## config.mk

```make
export PLATFORM = sky130hd
export DESIGN_NAME = id_ex_stage_flat
export DESIGN_NICKNAME = d
export VERILOG_FILES = /design/src/rtl/id_ex_stage_pkg.sv /design/src/rtl/id_ex_stage_if.sv /design/src/rtl/id_ex_stage_fwd_mux.sv /design/src/rtl/id_ex_stage.sv /design/src/flat_wrapper.sv
export SDC_FILE = /design/constraint.sdc
export NUM_CORES = 1
export LEC_CHECK = 0
export ABC_AREA = 0
export BUFFER_PORTS_ARGS = -buffer_cell sky130_fd_sc_hd__buf_2
export CAP_MARGIN = 20
export CORE_AREA = 3 3 142 144
export DETAILED_ROUTE_END_ITERATION = 8
export DIE_AREA = 0 0 145 147
export SLEW_MARGIN = 20
export SYNTH_ARGS = -nofsm -noshare
export SYNTH_HDL_FRONTEND = slang
export SYNTH_SLANG_ARGS = --single-unit
```

## constraint.sdc

```tcl
create_clock -name clk_i -period 9.75 [get_ports clk_i]
set_clock_uncertainty 0.05 [all_clocks]
set_input_delay 0.975 -clock clk_i [delete_from_list [all_inputs] [get_ports clk_i]]
set_output_delay 0.975 -clock clk_i [all_outputs]
set_load 0.05 [all_outputs]
```

## src/rtl/id_ex_stage_pkg.sv

```systemverilog
// id_ex_stage_pkg: shared constants for the ID/EX stage.
// Holds the ALU opcode set, the operand source selects and the datapath widths.
// Optional feature macro used by the stage: ID_EX_FWD_EN (MEM/WB forwarding).
package id_ex_stage_pkg;

    localparam int XLEN   = 32;
    localparam int REG_AW = 5;

    typedef enum logic [3:0] {
        ALUOP_ADD  = 4'h0,
        ALUOP_SUB  = 4'h1,
        ALUOP_SLL  = 4'h2,
        ALUOP_SLT  = 4'h3,
        ALUOP_SLTU = 4'h4,
        ALUOP_XOR  = 4'h5,
        ALUOP_SRL  = 4'h6,
        ALUOP_SRA  = 4'h7,
        ALUOP_OR   = 4'h8,
        ALUOP_AND  = 4'h9,
        ALUOP_LUI  = 4'hA
    } aluop_e;

    localparam logic SRC1_RS1 = 1'b0;
    localparam logic SRC1_PC  = 1'b1;
    localparam logic SRC2_RS2 = 1'b0;
    localparam logic SRC2_IMM = 1'b1;

    // True when a writer targets the given source register; x0 never matches.
    function automatic logic rs_match(
        input logic              regwrite,
        input logic [REG_AW-1:0] rd,
        input logic [REG_AW-1:0] rs
    );
        return regwrite && (rd == rs) && (rs != '0);
    endfunction

endpackage

```

## src/rtl/id_ex_stage_if.sv

```systemverilog
// id_ex_stage_if: ID-side, EX-side and MEM/WB bypass signals of the ID/EX stage.
// slave is the stage itself, master is whatever surrounds it.
// Related feature macro: ID_EX_FWD_EN (no signal differences between builds).
interface id_ex_stage_if #(
    parameter int XLEN   = 32,
    parameter int REG_AW = 5
);
    logic              id_valid_i;
    logic              id_ready_o;
    logic [XLEN-1:0]   id_pc_i;
    logic [XLEN-1:0]   id_rs1_val_i;
    logic [XLEN-1:0]   id_rs2_val_i;
    logic [XLEN-1:0]   id_imm_i;
    logic [REG_AW-1:0] id_rs1_addr_i;
    logic [REG_AW-1:0] id_rs2_addr_i;
    logic [REG_AW-1:0] id_rd_addr_i;
    logic [3:0]        id_aluop_i;
    logic              id_src1_sel_i;
    logic              id_src2_sel_i;
    logic              id_regwrite_i;
    logic              flush_i;
    logic              ex_ready_i;
    logic              mem_regwrite_i;
    logic [REG_AW-1:0] mem_rd_addr_i;
    logic [XLEN-1:0]   mem_result_i;
    logic              wb_regwrite_i;
    logic [REG_AW-1:0] wb_rd_addr_i;
    logic [XLEN-1:0]   wb_result_i;
    logic              ex_valid_o;
    logic [XLEN-1:0]   ex_val1_o;
    logic [XLEN-1:0]   ex_val2_o;
    logic [3:0]        ex_aluop_o;
    logic [XLEN-1:0]   ex_rs2_data_o;
    logic [REG_AW-1:0] ex_rd_addr_o;
    logic              ex_regwrite_o;
    logic [XLEN-1:0]   ex_pc_o;

    modport slave (
        input  id_valid_i, id_pc_i, id_rs1_val_i, id_rs2_val_i, id_imm_i,
               id_rs1_addr_i, id_rs2_addr_i, id_rd_addr_i, id_aluop_i,
               id_src1_sel_i, id_src2_sel_i, id_regwrite_i, flush_i, ex_ready_i,
               mem_regwrite_i, mem_rd_addr_i, mem_result_i,
               wb_regwrite_i, wb_rd_addr_i, wb_result_i,
        output id_ready_o, ex_valid_o, ex_val1_o, ex_val2_o, ex_aluop_o,
               ex_rs2_data_o, ex_rd_addr_o, ex_regwrite_o, ex_pc_o
    );

    modport master (
        output id_valid_i, id_pc_i, id_rs1_val_i, id_rs2_val_i, id_imm_i,
               id_rs1_addr_i, id_rs2_addr_i, id_rd_addr_i, id_aluop_i,
               id_src1_sel_i, id_src2_sel_i, id_regwrite_i, flush_i, ex_ready_i,
               mem_regwrite_i, mem_rd_addr_i, mem_result_i,
               wb_regwrite_i, wb_rd_addr_i, wb_result_i,
        input  id_ready_o, ex_valid_o, ex_val1_o, ex_val2_o, ex_aluop_o,
               ex_rs2_data_o, ex_rd_addr_o, ex_regwrite_o, ex_pc_o
    );

endinterface

```

## src/rtl/id_ex_stage_fwd_mux.sv

```systemverilog
// id_ex_stage_fwd_mux: bypass mux for one EX source operand.
// ID_EX_FWD_EN defined: MEM match beats WB match beats the stored value.
// ID_EX_FWD_EN undefined: the stored value passes straight through.
import id_ex_stage_pkg::*;

module id_ex_stage_fwd_mux #(
    parameter int XLEN   = id_ex_stage_pkg::XLEN,
    parameter int REG_AW = id_ex_stage_pkg::REG_AW
) (
    input  logic [REG_AW-1:0] rs_addr,
    input  logic [XLEN-1:0]   stored_val,
    input  logic              mem_regwrite,
    input  logic [REG_AW-1:0] mem_rd_addr,
    input  logic [XLEN-1:0]   mem_result,
    input  logic              wb_regwrite,
    input  logic [REG_AW-1:0] wb_rd_addr,
    input  logic [XLEN-1:0]   wb_result,
    output logic [XLEN-1:0]   fwd_val
);

`ifdef ID_EX_FWD_EN
    // Youngest producer wins: MEM overrides WB, both override the stored value.
    always_comb begin
        fwd_val = stored_val;
        if (rs_match(wb_regwrite, wb_rd_addr, rs_addr)) begin
            fwd_val = wb_result;
        end
        if (rs_match(mem_regwrite, mem_rd_addr, rs_addr)) begin
            fwd_val = mem_result;
        end
    end
`else
    // Hazards are stalled upstream, so the stored value is always current.
    assign fwd_val = stored_val;

    logic unused_bypass;
    assign unused_bypass = ^{rs_addr, mem_regwrite, mem_rd_addr, mem_result,
                             wb_regwrite, wb_rd_addr, wb_result};
`endif

endmodule

```

## src/rtl/id_ex_stage.sv

```systemverilog
// id_ex_stage: ID/EX pipeline register of the RV32I core.
// Registers decoded operands behind a valid/ready handshake, applies flush,
// bypasses MEM/WB results into the stored operands and selects ALU sources.
// Feature macro ID_EX_FWD_EN: defined -> forwarding, undefined -> hazard stall.
import id_ex_stage_pkg::*;

module id_ex_stage #(
    parameter int XLEN   = id_ex_stage_pkg::XLEN,
    parameter int REG_AW = id_ex_stage_pkg::REG_AW
) (
    input  logic          clk_i,
    input  logic          rst_i,
    id_ex_stage_if.slave  bus
);

    logic              valid_reg;
    logic [XLEN-1:0]   pc_reg;
    logic [XLEN-1:0]   rs1_val_reg;
    logic [XLEN-1:0]   rs2_val_reg;
    logic [XLEN-1:0]   imm_reg;
    logic [REG_AW-1:0] rs1_addr_reg;
    logic [REG_AW-1:0] rs2_addr_reg;
    logic [REG_AW-1:0] rd_addr_reg;
    logic [3:0]        aluop_reg;
    logic              src1_sel_reg;
    logic              src2_sel_reg;
    logic              regwrite_reg;

    logic [REG_AW-1:0] src_addr [2];
    logic [XLEN-1:0]   src_val  [2];
    logic [XLEN-1:0]   src_fwd  [2];
    logic [XLEN-1:0]   fwd_rs1;
    logic [XLEN-1:0]   fwd_rs2;

    logic              ex_live_write;
    logic              hazard;
    logic              ready;
    logic              accept;

    assign src_addr[0] = rs1_addr_reg;
    assign src_addr[1] = rs2_addr_reg;
    assign src_val[0]  = rs1_val_reg;
    assign src_val[1]  = rs2_val_reg;

    genvar gi;
    generate
        for (gi = 0; gi < 2; gi++) begin : g_fwd
            id_ex_stage_fwd_mux #(
                .XLEN   (XLEN),
                .REG_AW (REG_AW)
            ) u_fwd_mux (
                .rs_addr      (src_addr[gi]),
                .stored_val   (src_val[gi]),
                .mem_regwrite (bus.mem_regwrite_i),
                .mem_rd_addr  (bus.mem_rd_addr_i),
                .mem_result   (bus.mem_result_i),
                .wb_regwrite  (bus.wb_regwrite_i),
                .wb_rd_addr   (bus.wb_rd_addr_i),
                .wb_result    (bus.wb_result_i),
                .fwd_val      (src_fwd[gi])
            );
        end
    endgenerate

    assign fwd_rs1 = src_fwd[0];
    assign fwd_rs2 = src_fwd[1];

    // A live EX instruction that will write rd; regwrite never leaks when idle.
    assign ex_live_write = valid_reg & regwrite_reg;

`ifdef ID_EX_FWD_EN
    assign hazard = 1'b0;
`else
    // Without bypassing, any in-flight writer of an ID source blocks the ID
    // instruction. WB is safe because the register file writes before reading.
    always_comb begin
        hazard = bus.id_valid_i &
                 (rs_match(ex_live_write, rd_addr_reg, bus.id_rs1_addr_i) |
                  rs_match(ex_live_write, rd_addr_reg, bus.id_rs2_addr_i) |
                  rs_match(bus.mem_regwrite_i, bus.mem_rd_addr_i, bus.id_rs1_addr_i) |
                  rs_match(bus.mem_regwrite_i, bus.mem_rd_addr_i, bus.id_rs2_addr_i));
    end
`endif

    // Flush does not gate ready; it only kills whatever lands in the register.
    assign ready          = (~valid_reg | bus.ex_ready_i) & ~hazard;
    assign accept         = bus.id_valid_i & ready;
    assign bus.id_ready_o = ready;

    // Stage register: reset, then flush, accept, drain, and hold with refresh.
    always_ff @(posedge clk_i or posedge rst_i) begin
        if (rst_i) begin
            valid_reg    <= 1'b0;
            pc_reg       <= '0;
            rs1_val_reg  <= '0;
            rs2_val_reg  <= '0;
            imm_reg      <= '0;
            rs1_addr_reg <= '0;
            rs2_addr_reg <= '0;
            rd_addr_reg  <= '0;
            aluop_reg    <= '0;
            src1_sel_reg <= 1'b0;
            src2_sel_reg <= 1'b0;
            regwrite_reg <= 1'b0;
        end else if (bus.flush_i) begin
            valid_reg    <= 1'b0;
            regwrite_reg <= 1'b0;
        end else if (accept) begin
            valid_reg    <= 1'b1;
            pc_reg       <= bus.id_pc_i;
            rs1_val_reg  <= bus.id_rs1_val_i;
            rs2_val_reg  <= bus.id_rs2_val_i;
            imm_reg      <= bus.id_imm_i;
            rs1_addr_reg <= bus.id_rs1_addr_i;
            rs2_addr_reg <= bus.id_rs2_addr_i;
            rd_addr_reg  <= bus.id_rd_addr_i;
            aluop_reg    <= bus.id_aluop_i;
            src1_sel_reg <= bus.id_src1_sel_i;
            src2_sel_reg <= bus.id_src2_sel_i;
            regwrite_reg <= bus.id_regwrite_i;
        end else if (valid_reg & bus.ex_ready_i) begin
            valid_reg    <= 1'b0;
            regwrite_reg <= 1'b0;
        end else if (valid_reg) begin
            // Capture producers retiring while stalled so their values survive.
            rs1_val_reg  <= fwd_rs1;
            rs2_val_reg  <= fwd_rs2;
        end
    end

    assign bus.ex_valid_o    = valid_reg;
    assign bus.ex_val1_o     = (src1_sel_reg == SRC1_PC)  ? pc_reg  : fwd_rs1;
    assign bus.ex_val2_o     = (src2_sel_reg == SRC2_IMM) ? imm_reg : fwd_rs2;
    assign bus.ex_aluop_o    = aluop_reg;
    assign bus.ex_rs2_data_o = fwd_rs2;
    assign bus.ex_rd_addr_o  = rd_addr_reg;
    assign bus.ex_regwrite_o = ex_live_write;
    assign bus.ex_pc_o       = pc_reg;

endmodule

```

## src/flat_wrapper.sv

```systemverilog
// flat-port wrapper written by rule: the top's interface ports become plain ports
module id_ex_stage_flat 
#(
    parameter int XLEN   = id_ex_stage_pkg::XLEN,
    parameter int REG_AW = id_ex_stage_pkg::REG_AW
)
  (clk_i, rst_i, bus_id_valid_i, bus_id_pc_i, bus_id_rs1_val_i, bus_id_rs2_val_i, bus_id_imm_i, bus_id_rs1_addr_i, bus_id_rs2_addr_i, bus_id_rd_addr_i, bus_id_aluop_i, bus_id_src1_sel_i, bus_id_src2_sel_i, bus_id_regwrite_i, bus_flush_i, bus_ex_ready_i, bus_mem_regwrite_i, bus_mem_rd_addr_i, bus_mem_result_i, bus_wb_regwrite_i, bus_wb_rd_addr_i, bus_wb_result_i, bus_id_ready_o, bus_ex_valid_o, bus_ex_val1_o, bus_ex_val2_o, bus_ex_aluop_o, bus_ex_rs2_data_o, bus_ex_rd_addr_o, bus_ex_regwrite_o, bus_ex_pc_o);
  id_ex_stage_if #(.XLEN(XLEN), .REG_AW(REG_AW)) bus_i ();
  input  logic clk_i;
  input  logic rst_i;
  input wire logic [$bits(bus_i.id_valid_i)-1:0] bus_id_valid_i;
  input wire logic [$bits(bus_i.id_pc_i)-1:0] bus_id_pc_i;
  input wire logic [$bits(bus_i.id_rs1_val_i)-1:0] bus_id_rs1_val_i;
  input wire logic [$bits(bus_i.id_rs2_val_i)-1:0] bus_id_rs2_val_i;
  input wire logic [$bits(bus_i.id_imm_i)-1:0] bus_id_imm_i;
  input wire logic [$bits(bus_i.id_rs1_addr_i)-1:0] bus_id_rs1_addr_i;
  input wire logic [$bits(bus_i.id_rs2_addr_i)-1:0] bus_id_rs2_addr_i;
  input wire logic [$bits(bus_i.id_rd_addr_i)-1:0] bus_id_rd_addr_i;
  input wire logic [$bits(bus_i.id_aluop_i)-1:0] bus_id_aluop_i;
  input wire logic [$bits(bus_i.id_src1_sel_i)-1:0] bus_id_src1_sel_i;
  input wire logic [$bits(bus_i.id_src2_sel_i)-1:0] bus_id_src2_sel_i;
  input wire logic [$bits(bus_i.id_regwrite_i)-1:0] bus_id_regwrite_i;
  input wire logic [$bits(bus_i.flush_i)-1:0] bus_flush_i;
  input wire logic [$bits(bus_i.ex_ready_i)-1:0] bus_ex_ready_i;
  input wire logic [$bits(bus_i.mem_regwrite_i)-1:0] bus_mem_regwrite_i;
  input wire logic [$bits(bus_i.mem_rd_addr_i)-1:0] bus_mem_rd_addr_i;
  input wire logic [$bits(bus_i.mem_result_i)-1:0] bus_mem_result_i;
  input wire logic [$bits(bus_i.wb_regwrite_i)-1:0] bus_wb_regwrite_i;
  input wire logic [$bits(bus_i.wb_rd_addr_i)-1:0] bus_wb_rd_addr_i;
  input wire logic [$bits(bus_i.wb_result_i)-1:0] bus_wb_result_i;
  output wire logic [$bits(bus_i.id_ready_o)-1:0] bus_id_ready_o;
  output wire logic [$bits(bus_i.ex_valid_o)-1:0] bus_ex_valid_o;
  output wire logic [$bits(bus_i.ex_val1_o)-1:0] bus_ex_val1_o;
  output wire logic [$bits(bus_i.ex_val2_o)-1:0] bus_ex_val2_o;
  output wire logic [$bits(bus_i.ex_aluop_o)-1:0] bus_ex_aluop_o;
  output wire logic [$bits(bus_i.ex_rs2_data_o)-1:0] bus_ex_rs2_data_o;
  output wire logic [$bits(bus_i.ex_rd_addr_o)-1:0] bus_ex_rd_addr_o;
  output wire logic [$bits(bus_i.ex_regwrite_o)-1:0] bus_ex_regwrite_o;
  output wire logic [$bits(bus_i.ex_pc_o)-1:0] bus_ex_pc_o;
  assign bus_i.id_valid_i = bus_id_valid_i;
  assign bus_i.id_pc_i = bus_id_pc_i;
  assign bus_i.id_rs1_val_i = bus_id_rs1_val_i;
  assign bus_i.id_rs2_val_i = bus_id_rs2_val_i;
  assign bus_i.id_imm_i = bus_id_imm_i;
  assign bus_i.id_rs1_addr_i = bus_id_rs1_addr_i;
  assign bus_i.id_rs2_addr_i = bus_id_rs2_addr_i;
  assign bus_i.id_rd_addr_i = bus_id_rd_addr_i;
  assign bus_i.id_aluop_i = bus_id_aluop_i;
  assign bus_i.id_src1_sel_i = bus_id_src1_sel_i;
  assign bus_i.id_src2_sel_i = bus_id_src2_sel_i;
  assign bus_i.id_regwrite_i = bus_id_regwrite_i;
  assign bus_i.flush_i = bus_flush_i;
  assign bus_i.ex_ready_i = bus_ex_ready_i;
  assign bus_i.mem_regwrite_i = bus_mem_regwrite_i;
  assign bus_i.mem_rd_addr_i = bus_mem_rd_addr_i;
  assign bus_i.mem_result_i = bus_mem_result_i;
  assign bus_i.wb_regwrite_i = bus_wb_regwrite_i;
  assign bus_i.wb_rd_addr_i = bus_wb_rd_addr_i;
  assign bus_i.wb_result_i = bus_wb_result_i;
  assign bus_id_ready_o = bus_i.id_ready_o;
  assign bus_ex_valid_o = bus_i.ex_valid_o;
  assign bus_ex_val1_o = bus_i.ex_val1_o;
  assign bus_ex_val2_o = bus_i.ex_val2_o;
  assign bus_ex_aluop_o = bus_i.ex_aluop_o;
  assign bus_ex_rs2_data_o = bus_i.ex_rs2_data_o;
  assign bus_ex_rd_addr_o = bus_i.ex_rd_addr_o;
  assign bus_ex_regwrite_o = bus_i.ex_regwrite_o;
  assign bus_ex_pc_o = bus_i.ex_pc_o;
  id_ex_stage #(.XLEN(XLEN), .REG_AW(REG_AW)) u_core (.clk_i(clk_i), .rst_i(rst_i), .bus(bus_i));
endmodule
```

==> reports/results.ini <==
[global_route]
grt_pass1_vias=5110
antenna_found_initial=0
grt_pass1_wl_um=26800
track_usage_pct=15.5
grt_overflow=0
grt_max_degree=78

[die]
die_height_um=147
die_w_um=145
core_sq_um=18800
num_rows=50
dieArea_sq_um=21300
start_util_pct=33.8
num_io_pins=371

[timing]
period_needed_ns=3.98
setup_tns_ns=0
final_max_slew_viol_count=0
finalSetupViolations=0
finalHoldViolCount=0
period_share_pct=40.8
tightest_slew_ns=1.04
relSlewSlack_pct=30.8
whs_ns=0.433
rsz0062_at_grt=false
max_freq_mhz=251
layout_setup_ws_ns=5.77

[clocking]
cts_root_buf=clkbuf_16
cts_tree=yes
clock_latency_ns=0.42
cts_hold_buffers=0
postCtsSetupBuffers=0
htree_num_levels=4
numCtsBuffers=17
clkTransAtPathRegs_ns=0.06
clockBufferDepth=2
cts_resized=0
clock_sinks=141

[routing]
drt_iter0_drc=114
post_drt_wl_per_cell_um=16.8
ant_nets=0
drt_first_pass_iters=4
wirelength_um=16600
vias=4553
avgViaCountPerCell=4.59
drcViolationCount=0

[cells_and_area]
nNetsFinal=949
syn_to_final_growth_pct=36.4
drive_gt1_share_pct=59.2
final_area_sq_um=8690
num_antenna_cells=0

[placement]
portBuffers=300
dpl_cell_area_sq_um=8060
place_ws_ns=5.84
hpwl_um=12300
gp_congestion=0.937

[synth]
synth_area_leader_cell=dfrtp_1
synth.yosys.warnings=0
ys_seq_elements=141
synth_area_sq_um=6370
avgSynthCellArea_sq_um=15.3
synth_top_area_share_pct=55.4
syn_nets=648
yosys.area_share.simple_pct=1.59
synth_xor_area_share_pct=2.75
synth.distinct_cells=26
synth.area.mux_share_pct=36.0
synth_compound_gate_area_share_pct=1.18
synth_top_family_by_area=multiplexers
synthCells=417
yosys.area_share.adder_pct=0
yosysSeqAreaShare_pct=55.4
synth_area_leaders=dfrtp_1 (55%), mux2_1 (19%), mux2_2 (16%), xnor2_1 (2.7%), buf_6 (2.1%)

[power]
max-vdd-ir-drop_v=0.000117
leakagePower_nw=4.09
p_per_area_nw_per_um2=276

[critical_path]
timing.rr.start=u_core.bus.ex_valid_o
required_ns=8.73
start_kind=primary input
r2r-end=u_core.imm_reg[25]
cp_max_fo=4
worstRegToRegCells=7
worst_setup_path_end_kind=output port
worst-setup-path-type=primary input to output port
worstPathArrival_ns=2.95
r2r_slack_ns=7.14
critPathLaunch=bus_id_rs2_addr_i[1]

[hold_path]
hold_end=u_core.imm_reg[4]
min_from=u_core.imm_reg[4]
hold_depth=1
hold_path.class=flip-flop to flip-flop

[run_status]
status=finished, final reports clean

[job]
max-cap-violations=0

-- kinds of logic after synthesis --
family                    after synthesis
muxes                                 204
xor gates and xnor gates               20
AOI/OAI and AO/OA                      10
and+or+nand+nor                        16
DFF                                   141
buffers and inverters                  26
-- synthesized netlist by cell type (all sizes together) --
library cell  instances
a211oi                1
a21boi                1
buf                  15
clkbuf                8
dfrtp               141
inv                   3
mux2                203
mux2i                 1
nand2                 3
nand2b                1
nand3                 1
nand3b                1
nand4                 4
nor2                  1
nor3                  2
o211ai                4
o221ai                1
o22ai                 2
o31a                  1
or2                   1
or4                   2
xnor2                20
-- layer usage --
layer  vias to the layer above  GRT usage, %  part of all wire (%)
met2                       188          27.9                    53
met1                      2236          17.0                    38
li1                       2099             -                     -
met5                         -             0                     0
met3                        30          4.72                   6.5
met4                         0          6.37                   2.5
-- per-stage QoR --
stage / util (%) / power, W / instances
6_report: 46.1 / 0.00240 / 991
3_5_place_dp: 42.8 / 0.00173 / 959
5_1_grt: 46.1 / 0.00251 / 991
2_1_floorplan: - / 0.00150 / 417
4_1_cts: 46.1 / 0.00244 / 991
3_3_place_gp: 42.8 / 0.00172 / 959
-- worst max path at each step --
stage                     slack, ns                       end  depth (start not counted)
final                          5.77            bus_id_ready_o                          7
after detailed placement       5.84            bus_id_ready_o                          7
after global routing           5.72            bus_id_ready_o                          7
after global placement         5.86            bus_id_ready_o                          7
after CTS                      5.83            bus_id_ready_o                          7
after floorplan                4.94  u_core.bus.ex_aluop_o[0]                          1
-- where the power goes --
group,internal [W],switching (W),total [W]
Combinational,0.000270,0.000672,0.000943
Clock,0.000423,0.000265,0.000688
Sequential,0.000698,0.0000725,0.000771
-- cell type report --
type / instances / area (sq um)
flip-flops and latches: 141 / 3530
well taps: 260 / 325
repair buffers: 305 / 1540
clock buffers: 19 / 453
clock inverters: 13 / 178
multi-input cells: 250 / 2650
fillers: 1717 / 10100
inverters: 3 / 16.3
-- cells in the final DEF, fill, tap and decap left out, drive strengths merged --
| cell | n |
|---|---|
| nand3b | 1 |
| nand3 | 1 |
| nand2 | 3 |
| mux2i | 1 |
| clkinvlp | 2 |
| inv | 9 |
| or4 | 2 |
| o22ai | 2 |
| or2 | 1 |
| a211oi | 1 |
| o211ai | 4 |
| mux2 | 203 |
| clkinv | 2 |
| a21boi | 1 |
| bufinv | 3 |
| nor2 | 1 |
| o31a | 1 |
| nand4 | 4 |
| nor3 | 2 |
| xnor2 | 20 |
| nand2b | 1 |
| o221ai | 1 |
| clkbuf | 19 |
| dfrtp | 141 |
| buf | 305 |
-- worst max-delay path: stages --
cell and delay [ns]:
buf_2 0.13, or4_1 0.55, o211ai_1 0.24, o22ai_1 0.21, or2_2 0.34, a21boi_0 0.21
buf_2 0.30
Note: power is estimated with default switching activity, not from simulation.
